==> src/rtl/slice_scheduler_pkg.sv <==
`default_nettype none
// ============================================================================
// Module      : slice_scheduler_pkg
// Description : Shared display constants, slice index type and FSM encoding.
// Revision    : 1.0 - initial release
// ============================================================================
package slice_scheduler_pkg;

    localparam int SLICES_PER_TURN = 256;
    localparam int SLICE_W         = $clog2(SLICES_PER_TURN);

    typedef logic [SLICE_W-1:0] slice_idx_t;

    typedef enum logic [1:0] {
        ST_IDLE    = 2'd0,
        ST_MEASURE = 2'd1,
        ST_RUN     = 2'd2
    } state_t;

endpackage
`default_nettype wire

==> src/rtl/slice_scheduler_if.sv <==
`default_nettype none
// ============================================================================
// Module      : slice_scheduler_if
// Description : Hall/frame inputs and slice outputs of the slice sequencer.
// Revision    : 1.0 - initial release
// ============================================================================
interface slice_scheduler_if #(
    parameter int SLICE_W      = slice_scheduler_pkg::SLICE_W,
    parameter int PERIOD_WIDTH = 24
);
    logic                    hall_n;
    logic                    frame_loaded;
    logic                    position_sync;
    logic [SLICE_W-1:0]      slice_idx;
    logic                    stream_ready;
    logic                    locked;
    logic [PERIOD_WIDTH-1:0] turn_period;

    modport master (
        output hall_n, frame_loaded,
        input  position_sync, slice_idx, stream_ready, locked, turn_period
    );

    modport slave (
        input  hall_n, frame_loaded,
        output position_sync, slice_idx, stream_ready, locked, turn_period
    );
endinterface
`default_nettype wire

==> src/rtl/slice_scheduler_hall_sync.sv <==
`default_nettype none
// ============================================================================
// Module      : hall_sync
// Description : Hall synchronizer, falling-edge detect, debounce, period count.
// Revision    : 1.0 - initial release
// ============================================================================
module hall_sync #(
    parameter int PERIOD_WIDTH = 24,
    parameter int MIN_PERIOD   = 33000
) (
    input  wire                     clk,
    input  wire                     rst_n,
    input  wire                     i_hall_n,
    output logic                    o_idx_evt,
    output logic [PERIOD_WIDTH-1:0] o_period_cnt
);
    logic                    r_sync1;
    logic                    r_sync2;
    logic                    r_sync2_d;
    logic [PERIOD_WIDTH-1:0] r_period_cnt;
    logic                    w_fall;
    logic                    w_accept;

    assign w_fall   = r_sync2_d & ~r_sync2;
    assign w_accept = w_fall & (r_period_cnt >= PERIOD_WIDTH'(MIN_PERIOD));

    // Counter resets saturated so the first edge after reset is accepted.
    always_ff @(posedge clk or negedge rst_n) begin
        if (!rst_n) begin
            r_sync1      <= 1'b1;
            r_sync2      <= 1'b1;
            r_sync2_d    <= 1'b1;
            r_period_cnt <= '1;
        end else begin
            r_sync1   <= i_hall_n;
            r_sync2   <= r_sync1;
            r_sync2_d <= r_sync2;
            if (w_accept)
                r_period_cnt <= PERIOD_WIDTH'(1);
            else if (!(&r_period_cnt))
                r_period_cnt <= r_period_cnt + 1'b1;
        end
    end

    assign o_idx_evt    = w_accept;
    assign o_period_cnt = r_period_cnt;
endmodule
`default_nettype wire

==> src/rtl/slice_scheduler.sv <==
`default_nettype none
// ============================================================================
// Module      : slice_scheduler
// Description : Rotation lock FSM, turn period latch and slice timer.
// Revision    : 1.0 - initial release
// ============================================================================
module slice_scheduler #(
    parameter int SLICES_PER_TURN = slice_scheduler_pkg::SLICES_PER_TURN,
    parameter int PERIOD_WIDTH    = 24,
    parameter int MIN_PERIOD      = 33000,
    parameter int LOCK_TURNS      = 2
) (
    input  wire               clk_33,
    input  wire               nrst,
    slice_scheduler_if.slave  bus
);
    import slice_scheduler_pkg::*;

    localparam int              IDX_W      = $clog2(SLICES_PER_TURN);
    localparam int              TC_W       = $clog2(LOCK_TURNS + 1);
    localparam logic [IDX_W-1:0] C_LAST_IDX = IDX_W'(SLICES_PER_TURN - 1);

    state_t                  r_state,        w_state_nxt;
    logic [TC_W-1:0]         r_turn_cnt,     w_turn_cnt_nxt;
    logic                    r_locked,       w_locked_nxt;
    logic                    r_sync,         w_sync_nxt;
    logic [IDX_W-1:0]        r_idx,          w_idx_nxt;
    logic [PERIOD_WIDTH-1:0] r_timer,        w_timer_nxt;
    logic [PERIOD_WIDTH-1:0] r_slice_period, w_slice_period_nxt;
    logic [PERIOD_WIDTH-1:0] r_turn_period,  w_turn_period_nxt;
    logic                    r_stream_ready;

    logic                    w_idx_evt;
    logic [PERIOD_WIDTH-1:0] w_period_cnt;
    logic [PERIOD_WIDTH-1:0] w_shift;
    logic [PERIOD_WIDTH-1:0] w_new_sp;
    logic                    w_timeout;
    logic                    w_lock_reached;

    hall_sync #(
        .PERIOD_WIDTH (PERIOD_WIDTH),
        .MIN_PERIOD   (MIN_PERIOD)
    ) u_hall_sync (
        .clk          (clk_33),
        .rst_n        (nrst),
        .i_hall_n     (bus.hall_n),
        .o_idx_evt    (w_idx_evt),
        .o_period_cnt (w_period_cnt)
    );

    // A turn shorter than one cycle per slice still advances one slice per cycle.
    assign w_shift        = w_period_cnt >> IDX_W;
    assign w_new_sp       = (w_shift == '0) ? PERIOD_WIDTH'(1) : w_shift;
    assign w_timeout      = &w_period_cnt;
    assign w_lock_reached = (r_turn_cnt + 1'b1) >= TC_W'(LOCK_TURNS);

    always_comb begin
        w_state_nxt        = r_state;
        w_turn_cnt_nxt     = r_turn_cnt;
        w_locked_nxt       = r_locked;
        w_sync_nxt         = 1'b0;
        w_idx_nxt          = r_idx;
        w_timer_nxt        = r_timer;
        w_slice_period_nxt = r_slice_period;
        w_turn_period_nxt  = r_turn_period;
        case (r_state)
            ST_IDLE: begin
                if (w_idx_evt) begin
                    w_state_nxt    = ST_MEASURE;
                    w_turn_cnt_nxt = '0;
                end
            end
            ST_MEASURE: begin
                if (w_idx_evt) begin
                    w_turn_period_nxt  = w_period_cnt;
                    w_slice_period_nxt = w_new_sp;
                    if (w_lock_reached) begin
                        w_state_nxt    = ST_RUN;
                        w_locked_nxt   = 1'b1;
                        w_turn_cnt_nxt = '0;
                        w_sync_nxt     = 1'b1;
                        w_idx_nxt      = '0;
                        w_timer_nxt    = w_new_sp - 1'b1;
                    end else begin
                        w_turn_cnt_nxt = r_turn_cnt + 1'b1;
                    end
                end else if (w_timeout) begin
                    w_state_nxt    = ST_IDLE;
                    w_turn_cnt_nxt = '0;
                end
            end
            ST_RUN: begin
                // Index edge outranks a coincident timer expiry.
                if (w_idx_evt) begin
                    w_turn_period_nxt  = w_period_cnt;
                    w_slice_period_nxt = w_new_sp;
                    w_sync_nxt         = 1'b1;
                    w_idx_nxt          = '0;
                    w_timer_nxt        = w_new_sp - 1'b1;
                end else if (w_timeout) begin
                    w_state_nxt    = ST_IDLE;
                    w_locked_nxt   = 1'b0;
                    w_turn_cnt_nxt = '0;
                    w_idx_nxt      = '0;
                end else if (r_timer == '0) begin
                    if (r_idx != C_LAST_IDX) begin
                        w_idx_nxt   = r_idx + 1'b1;
                        w_sync_nxt  = 1'b1;
                        w_timer_nxt = r_slice_period - 1'b1;
                    end
                end else begin
                    w_timer_nxt = r_timer - 1'b1;
                end
            end
            default: w_state_nxt = ST_IDLE;
        endcase
    end

    always_ff @(posedge clk_33 or negedge nrst) begin
        if (!nrst) begin
            r_state        <= ST_IDLE;
            r_turn_cnt     <= '0;
            r_locked       <= 1'b0;
            r_sync         <= 1'b0;
            r_idx          <= '0;
            r_timer        <= '0;
            r_slice_period <= PERIOD_WIDTH'(1);
            r_turn_period  <= '0;
            r_stream_ready <= 1'b0;
        end else begin
            r_state        <= w_state_nxt;
            r_turn_cnt     <= w_turn_cnt_nxt;
            r_locked       <= w_locked_nxt;
            r_sync         <= w_sync_nxt;
            r_idx          <= w_idx_nxt;
            r_timer        <= w_timer_nxt;
            r_slice_period <= w_slice_period_nxt;
            r_turn_period  <= w_turn_period_nxt;
            r_stream_ready <= r_locked & bus.frame_loaded;
        end
    end

    assign bus.position_sync = r_sync;
    assign bus.slice_idx     = r_idx;
    assign bus.stream_ready  = r_stream_ready;
    assign bus.locked        = r_locked;
    assign bus.turn_period   = r_turn_period;
endmodule
`default_nettype wire

==> src/flat_wrapper.sv <==
// flat-port wrapper written by rule: the top's interface ports become plain ports
module slice_scheduler_flat import slice_scheduler_pkg::*;
#(
    parameter int SLICES_PER_TURN = slice_scheduler_pkg::SLICES_PER_TURN,
    parameter int PERIOD_WIDTH    = 24,
    parameter int MIN_PERIOD      = 33000,
    parameter int LOCK_TURNS      = 2
)
  (clk_33, nrst, bus_hall_n, bus_frame_loaded, bus_position_sync, bus_slice_idx, bus_stream_ready, bus_locked, bus_turn_period);
  slice_scheduler_if #(.SLICE_W(SLICE_W), .PERIOD_WIDTH(PERIOD_WIDTH)) bus_i ();
  input  wire clk_33;
  input  wire nrst;
  input wire logic [$bits(bus_i.hall_n)-1:0] bus_hall_n;
  input wire logic [$bits(bus_i.frame_loaded)-1:0] bus_frame_loaded;
  output wire logic [$bits(bus_i.position_sync)-1:0] bus_position_sync;
  output wire logic [$bits(bus_i.slice_idx)-1:0] bus_slice_idx;
  output wire logic [$bits(bus_i.stream_ready)-1:0] bus_stream_ready;
  output wire logic [$bits(bus_i.locked)-1:0] bus_locked;
  output wire logic [$bits(bus_i.turn_period)-1:0] bus_turn_period;
  assign bus_i.hall_n = bus_hall_n;
  assign bus_i.frame_loaded = bus_frame_loaded;
  assign bus_position_sync = bus_i.position_sync;
  assign bus_slice_idx = bus_i.slice_idx;
  assign bus_stream_ready = bus_i.stream_ready;
  assign bus_locked = bus_i.locked;
  assign bus_turn_period = bus_i.turn_period;
  slice_scheduler #(.SLICES_PER_TURN(SLICES_PER_TURN), .PERIOD_WIDTH(PERIOD_WIDTH), .MIN_PERIOD(MIN_PERIOD), .LOCK_TURNS(LOCK_TURNS)) u_core (.clk_33(clk_33), .nrst(nrst), .bus(bus_i));
endmodule
==> config.mk <==
export PLATFORM = sky130hd
export DESIGN_NAME = slice_scheduler_flat
export DESIGN_NICKNAME = d
export VERILOG_FILES = /design/src/rtl/slice_scheduler_pkg.sv /design/src/rtl/slice_scheduler_if.sv /design/src/rtl/slice_scheduler_hall_sync.sv /design/src/rtl/slice_scheduler.sv /design/src/flat_wrapper.sv
export SDC_FILE = /design/constraint.sdc
export NUM_CORES = 1
export LEC_CHECK = 0
export ABC_AREA = 1
export CORE_MARGIN = 2
export CORE_UTILIZATION = 30
export CTS_BUF_LIST = sky130_fd_sc_hd__clkbuf_8
export DETAILED_ROUTE_END_ITERATION = 12
export PLACE_DENSITY = 0.47
export SYNTH_ARGS = -nofsm -noshare
export SYNTH_HDL_FRONTEND = slang
export SYNTH_SLANG_ARGS = --single-unit
==> constraint.sdc <==
create_clock -name clk_33 -period 2.3 [get_ports clk_33]
set_clock_uncertainty 0.15 [all_clocks]
set_input_delay 0.46 -clock clk_33 [delete_from_list [all_inputs] [get_ports clk_33]]
set_output_delay 0.46 -clock clk_33 [all_outputs]
set_load 0.05 [all_outputs]
Word level (Yosys, flattened, before mapping)
Index checks and enable logic that the tools add are counted.

storage, ports and cells
  bits in registers = 114
  input bits = 4
  output and inout port bits = 35
  logic and storage cells = 93

operators by class
  $add $sub $neg = 6
  $lt $le $gt $ge = 2
  eq/ne operators = 14
  muxes and demuxes = 41
  bitwise operators = 4
  reductions and logical operators = 13

operators by type and width
  kind                                                                      count
  24-bit 2-to-1 mux                                                         8
  24-bit by 1-bit subtractor with 24-bit output (second input constant)     3
  24-bit logical NOT                                                        2
  8-bit 2-to-1 mux                                                          6
  24-bit case mux with 2 select lines                                       1
  24-bit by 1-bit adder with 24-bit output (second input constant)          1
  24-bit by 16-bit >= comparator with 1-bit output (second input constant)  1
  24-bit AND reduction                                                      1
  2-bit 2-to-1 mux                                                          10
  16-bit 2-to-1 mux                                                         1
  8-bit case mux with 2 select lines                                        1
  5-bit AND reduction                                                       3
  2-bit case mux with 3 select lines                                        2
  1-bit 2-to-1 mux                                                          10
  8-bit by 1-bit adder with 8-bit output (second input constant)            1
  2-bit != test (second input constant)                                     4
  4-bit by 2-bit != test with 1-bit output (second input constant)          2
  8-bit != test (second input constant)                                     1
  3-bit AND reduction                                                       2
  2-bit by 1-bit != test with 1-bit output (second input constant)          2
  4-bit != test (second input constant)                                     1
  1-bit case mux with 2 select lines                                        2
  1-bit AND                                                                 3
  3-bit by 2-bit != test with 1-bit output (second input constant)          1
  other kinds (11)                                                          11

Logic depth before layout (Yosys ltp)
  depth after elaboration = 6
  depth in mapped cells = 16
  mapped depth without buffers = 15

By module
From an unflattened synthesis, not the netlist that was laid out.

second synthesis, totals
  cell total of the unflattened synthesis = 956
  area, all modules = 6949.2 um^2

modules (own cells, without submodules)
  module           instances  cells an instance  area each (um^2)  sequential area each (um^2)
  slice_scheduler  1          724                5123.7            1978.1
  hall_sync        1          232                1825.5            709.4

Worst setup path before layout
Ideal clock, no wire load.

  path kind = flip-flop to flip-flop
  start point = reg u_core.u_hall_sync.r_period_cnt[19] (netlist: u_core.u_hall_sync.o_period_cnt[19])
  end point = reg u_core.r_timer[14]
  setup time = 0.076 ns
  arrival time = 2.155 ns
  required time = 2.074 ns
  setup slack = -0.081 ns
  cell stages (with the launch flop) = 15
  buffers on the path = 1
  cell sequence = dfstp_2 buf_2 nor2_4 nand2_1 nor3_1 a21oi_1 ha_1 nand2_1 nor2_1 and3_1 nand3_1 xor2_1 a21oi_1 o21ai_0 o21ai_1

on the way
  longest elaborated chain between the ends = 6

RTL lines
  item                                           RTL line                                      text
  start, declared                                slice_scheduler_hall_sync.sv:20               logic [PERIOD_WIDTH-1:0] r_period_cnt;
  start signal, assigned                         slice_scheduler_hall_sync.sv:41               r_period_cnt <= r_period_cnt + 1'b1;
  24-bit logical NOT                             slice_scheduler.sv:53                         assign w_new_sp = (w_shift == '0) ? PERIOD_WIDTH'(1) : w_shift;
  16-bit 2-to-1 mux                              slice_scheduler.sv:53
  24-bit by 1-bit subtractor with 24-bit output  slice_scheduler.sv:83, slice_scheduler.sv:99
  24-bit 2-to-1 mux                              slice_scheduler.sv:77                         if (w_lock_reached) begin
  24-bit 2-to-1 mux                              slice_scheduler.sv:74                         if (w_idx_evt) begin
  24-bit case mux with 2 select lines            slice_scheduler.sv:66                         case (r_state)
  end signal, assigned                           slice_scheduler.sv:136                        r_timer <= w_timer_nxt;
  end, declared                                  slice_scheduler.sv:28                         logic [PERIOD_WIDTH-1:0] r_timer, w_timer_nxt;

Several ways; a longest one is shown, not always the timed one. The select of a mux whose other input is x is not followed.
A chain may end at the register's enable or synchronous reset.

Worst setup path in the final report
  start point = reg u_core.r_timer[0]
  end point = reg u_core.r_timer[16]

on the way
  longest elaborated chain between the ends = 5

RTL lines
  item                                                                                 RTL line                                        text
  24-bit by 1-bit subtractor with 24-bit output or 24-bit logical NOT (tied branches)  slice_scheduler.sv:112, slice_scheduler.sv:105
  24-bit 2-to-1 mux                                                                    slice_scheduler.sv:105                          end else if (r_timer == '0) begin
  24-bit 2-to-1 mux                                                                    slice_scheduler.sv:100                          end else if (w_timeout) begin
  24-bit 2-to-1 mux                                                                    slice_scheduler.sv:94                           if (w_idx_evt) begin
  24-bit case mux with 2 select lines                                                  slice_scheduler.sv:66

Several ways; a longest one is shown, not always the timed one. The select of a mux whose other input is x is not followed.

==> qor.txt <==
VDD IR max - 0.000228 V
top cells by area, synth - dfrtp_1 (31%), dfstp_2 (12%), nand2_1 (12%)
PwrDens - 360 nW/um2
fmax - 0.418 GHz
number of synthesized flops with an enable pin - 0
Final Max Slew Viols - 0
top cell type's share of synthesized area - 30.6%
Slowest cell on crit path - dfrtp_1
Rel. slew slack - 65.1%
row count - 53
critical-path maximum fanout - 7
clock period minus worst slack - 2390 ps
most numerous cell in the Yosys netlist - nand2_1
WP depth - 14
vias in the first global route - 5923
worst skew pair latency - 400 ps
post-synthesis async set-or-reset flop share - 100%
H-tree depth - 3
Buf/Inv on CP - 3
Post-synth top flop - dfrtp_1
Hold Fails Final Rpt - 0
WL/cell - 14.5 um
CTS Root Cell - clkbuf_8
setup slack, reg-to-reg - -90 ps
area grow syn2layout - 42.7%
die height - 150 um
GP Congestion - 0.894
Syn Inst Count - 859
via-per-instance ratio - 4.65
CTS Sinks - 106
Synth Cell Area - 6380 um2
P_leak - 4.40 nW
syn nets - 873
Ant. Diodes - 0
die area - 22500 um2
cell taking the most area after synthesis - dfrtp_1
placed cell area - 7910 um2
DR vias - 6110
worst path cell trace - nor2_1, nand2_1, nor2_4, buf_4, nand4_1, nand2_4, inv_2, nor2_4, nand2_4, inv_2, nand2_1, a21oi_1, nand3_1, a21oi_1
All-Layer GR Usage - 17.2%
Crit Path Class - flop to flop
Setup crit end kind - flop
# setup viols final - 17
Endpoint, Worst Hold - u_core.u_hall_sync.r_sync2$_DFF_PN1_
share of cells above drive strength 1 - 35.7%
Worst-path clk slew - 110 ps
most frequent cells after synthesis - nand2_1 (196), inv_1 (109), nor2_1 (94)
Reg2Reg Depth - 14
violated checks - negative setup slack
pin count of the biggest net entering global routing - 36
hold path start - u_core.u_hall_sync.r_sync1$_DFF_PN1_
drt total wl - 19000 um
DP HPWL - 13900 um
Post-Syn Area per Cell - 7.43 um2
Req. time, crit path - 2470 ps
global route overflow - 0
Seq cells post-synth - 106
initial antenna violation count - 0
run status - finished, violations left
largest stage delay on the critical path - 400 ps
count of yosys warnings during synthesis - 0
CP delay by family, top - simple AND/OR/NAND/NOR gates
unrepaired setup endpoints after global routing - true
TritonCTS clock tree - yes
Post-DRT Antenna Nets - 0
final setup margin - -93.8 ps
Starting DRT DRC Count - 290
final instance area - 9110 um2
R2R Path End - u_core.r_timer[16]$_DFFE_PN0P_
WHS Path Cells - 0
Hold WC Path Type - flop to flop
clk buf depth - 2
final net count - 1047
fin crit share - 104%
arrival time worst endpoint - 2570 ps
post-synthesis sequential area ratio - 42.1%
Num CTS Buffers - 9
Critical R2R Launch - u_core.r_timer[0]$_DFFE_PN0P_
Worst Tran Pin Value - 522 ps
Max-Cap Viols - 0
first-pass GRT wire length - 30500 um
Synth cell types - 44
Die Span X - 150 um
I/O Buffers - 38
Initial Utilization - 30.5%
Post-route DRC - 0
router iterations before antenna repair - 5
pre-CTS worst setup slack - -150 ps
Core ar. - 21000 um2
# IOs - 39
CP Launch Type - flop
sequential cells by signal, indices dropped and copies added (netlist names):
register                         count
u_core.bus.locked                    1
u_core.bus.position_sync             1
u_core.bus.slice_idx                 8
u_core.bus.stream_ready              1
u_core.bus.turn_period              24
u_core.r_slice_period               16
u_core.r_state                       2
u_core.r_timer                      24
u_core.r_turn_cnt                    2
u_core.u_hall_sync.o_period_cnt     24
u_core.u_hall_sync.r_sync1           1
u_core.u_hall_sync.r_sync2           1
u_core.u_hall_sync.r_sync2_d         1
worst max-delay path by stage:
stage	from	end	slack (ps)
3_3_place_gp	u_core.r_timer[7]$_DFFE_PN0P_	u_core.r_timer[18]$_DFFE_PN0P_	-120
6_report	u_core.r_timer[0]$_DFFE_PN0P_	u_core.r_timer[16]$_DFFE_PN0P_	-90
2_1_floorplan	u_core.u_hall_sync.o_period_cnt[19]$_DFFE_PN1P_	u_core.r_timer[14]$_DFFE_PN0P_	-7
5_1_grt	u_core.r_timer[15]$_DFFE_PN0P_	u_core.r_timer[23]$_DFFE_PN0P_	-250
4_1_cts	u_core.u_hall_sync.o_period_cnt[1]$_DFFE_PN1P_	u_core.bus.slice_idx[7]$_DFFE_PN0P_	-80
3_5_place_dp	u_core.r_timer[7]$_DFFE_PN0P_	u_core.r_timer[18]$_DFFE_PN0P_	-150
power breakdown:
| group | leakage (nW) | total (mW) | internal (mW) | switching [mW] |
|---|---|---|---|---|
| Clock | 0.121 | 1.36 | 0.670 | 0.689 |
| Sequential | 1.38 | 1.87 | 1.87 | 0.000813 |
| Combinational | 2.90 | 0.0540 | 0.0135 | 0.0406 |
| Total | 4.40 | 3.28 | 2.55 | 0.730 |
metal layers:
layer,routed length (um),part of all wire (%),vias up,GRT usage (%)
met5,0,0,-,0
met4,242,1.3,0,4.15
met3,531,2.8,14,2.53
met2,8910,47,84,27.8
met1,9350,49,2879,24.3
li1,-,-,3133,-
cells by family after synthesis:
kind of cell               after synthesis  share of synthesized area (%)
AOI/OAI and AO/OA                      145                           12.5
xor gates and xnor gates                13                           1.78
adders and majority gates               10                           1.96
buffers and inverters                  146                           9.39
DFF                                    106                           42.1
and+or+nand+nor                        439                           32.2
layout make-up:
class | instances | area (um2)
Fill cell | 2181 | 11800
Tap cell | 275 | 344
Timing Repair Buffer | 193 | 1700
Clock inverter | 5 | 77.6
Multi-Input combinational cell | 607 | 3710
Clock buffer | 11 | 151
Inverter | 116 | 443
Sequential cell | 106 | 2690
repair_timing:
action	4_1_cts	5_1_grt
pin swaps	41	47
hold buffers	1	0
setup buffers	25	17
resized for setup	61	120
endpoints found under the hold margin	27	0
setup endpoints to repair	45	54
layout by cell type, fill, tap and decap left out, drive strengths merged, types with 3 or more instances in the layout:
cell	count
ha	10
nor4	4
inv	117
buf	155
nand3b	4
clkbuf	11
nor3	13
o21ai	82
nand2	221
nor2	112
o211ai	3
xor2	12
a31oi	7
nand4	28
a22oi	3
nand3	52
a21oi	39
dfrtp	78
dfstp	28
clkdlybuf4s50	37
per-stage QoR:
stage / cells / hold slack [ps] / util, % / power [mW] / TNS (ps)
global placement: 1258 / 196 / 37.8 / 1.96 / -2660
finish: 1313 / 211 / 43.5 / 3.28 / -634
detailed placement: 1258 / 198 / 37.8 / 1.96 / -3050
floorplan: 859 / 14.4 / - / 1.91 / -7.47
CTS: 1298 / 214 / 40.7 / 3.36 / -400
global route: 1313 / 222 / 43.5 / 3.42 / -4600
No activity file was read; power rests on OpenSTA's default activity.
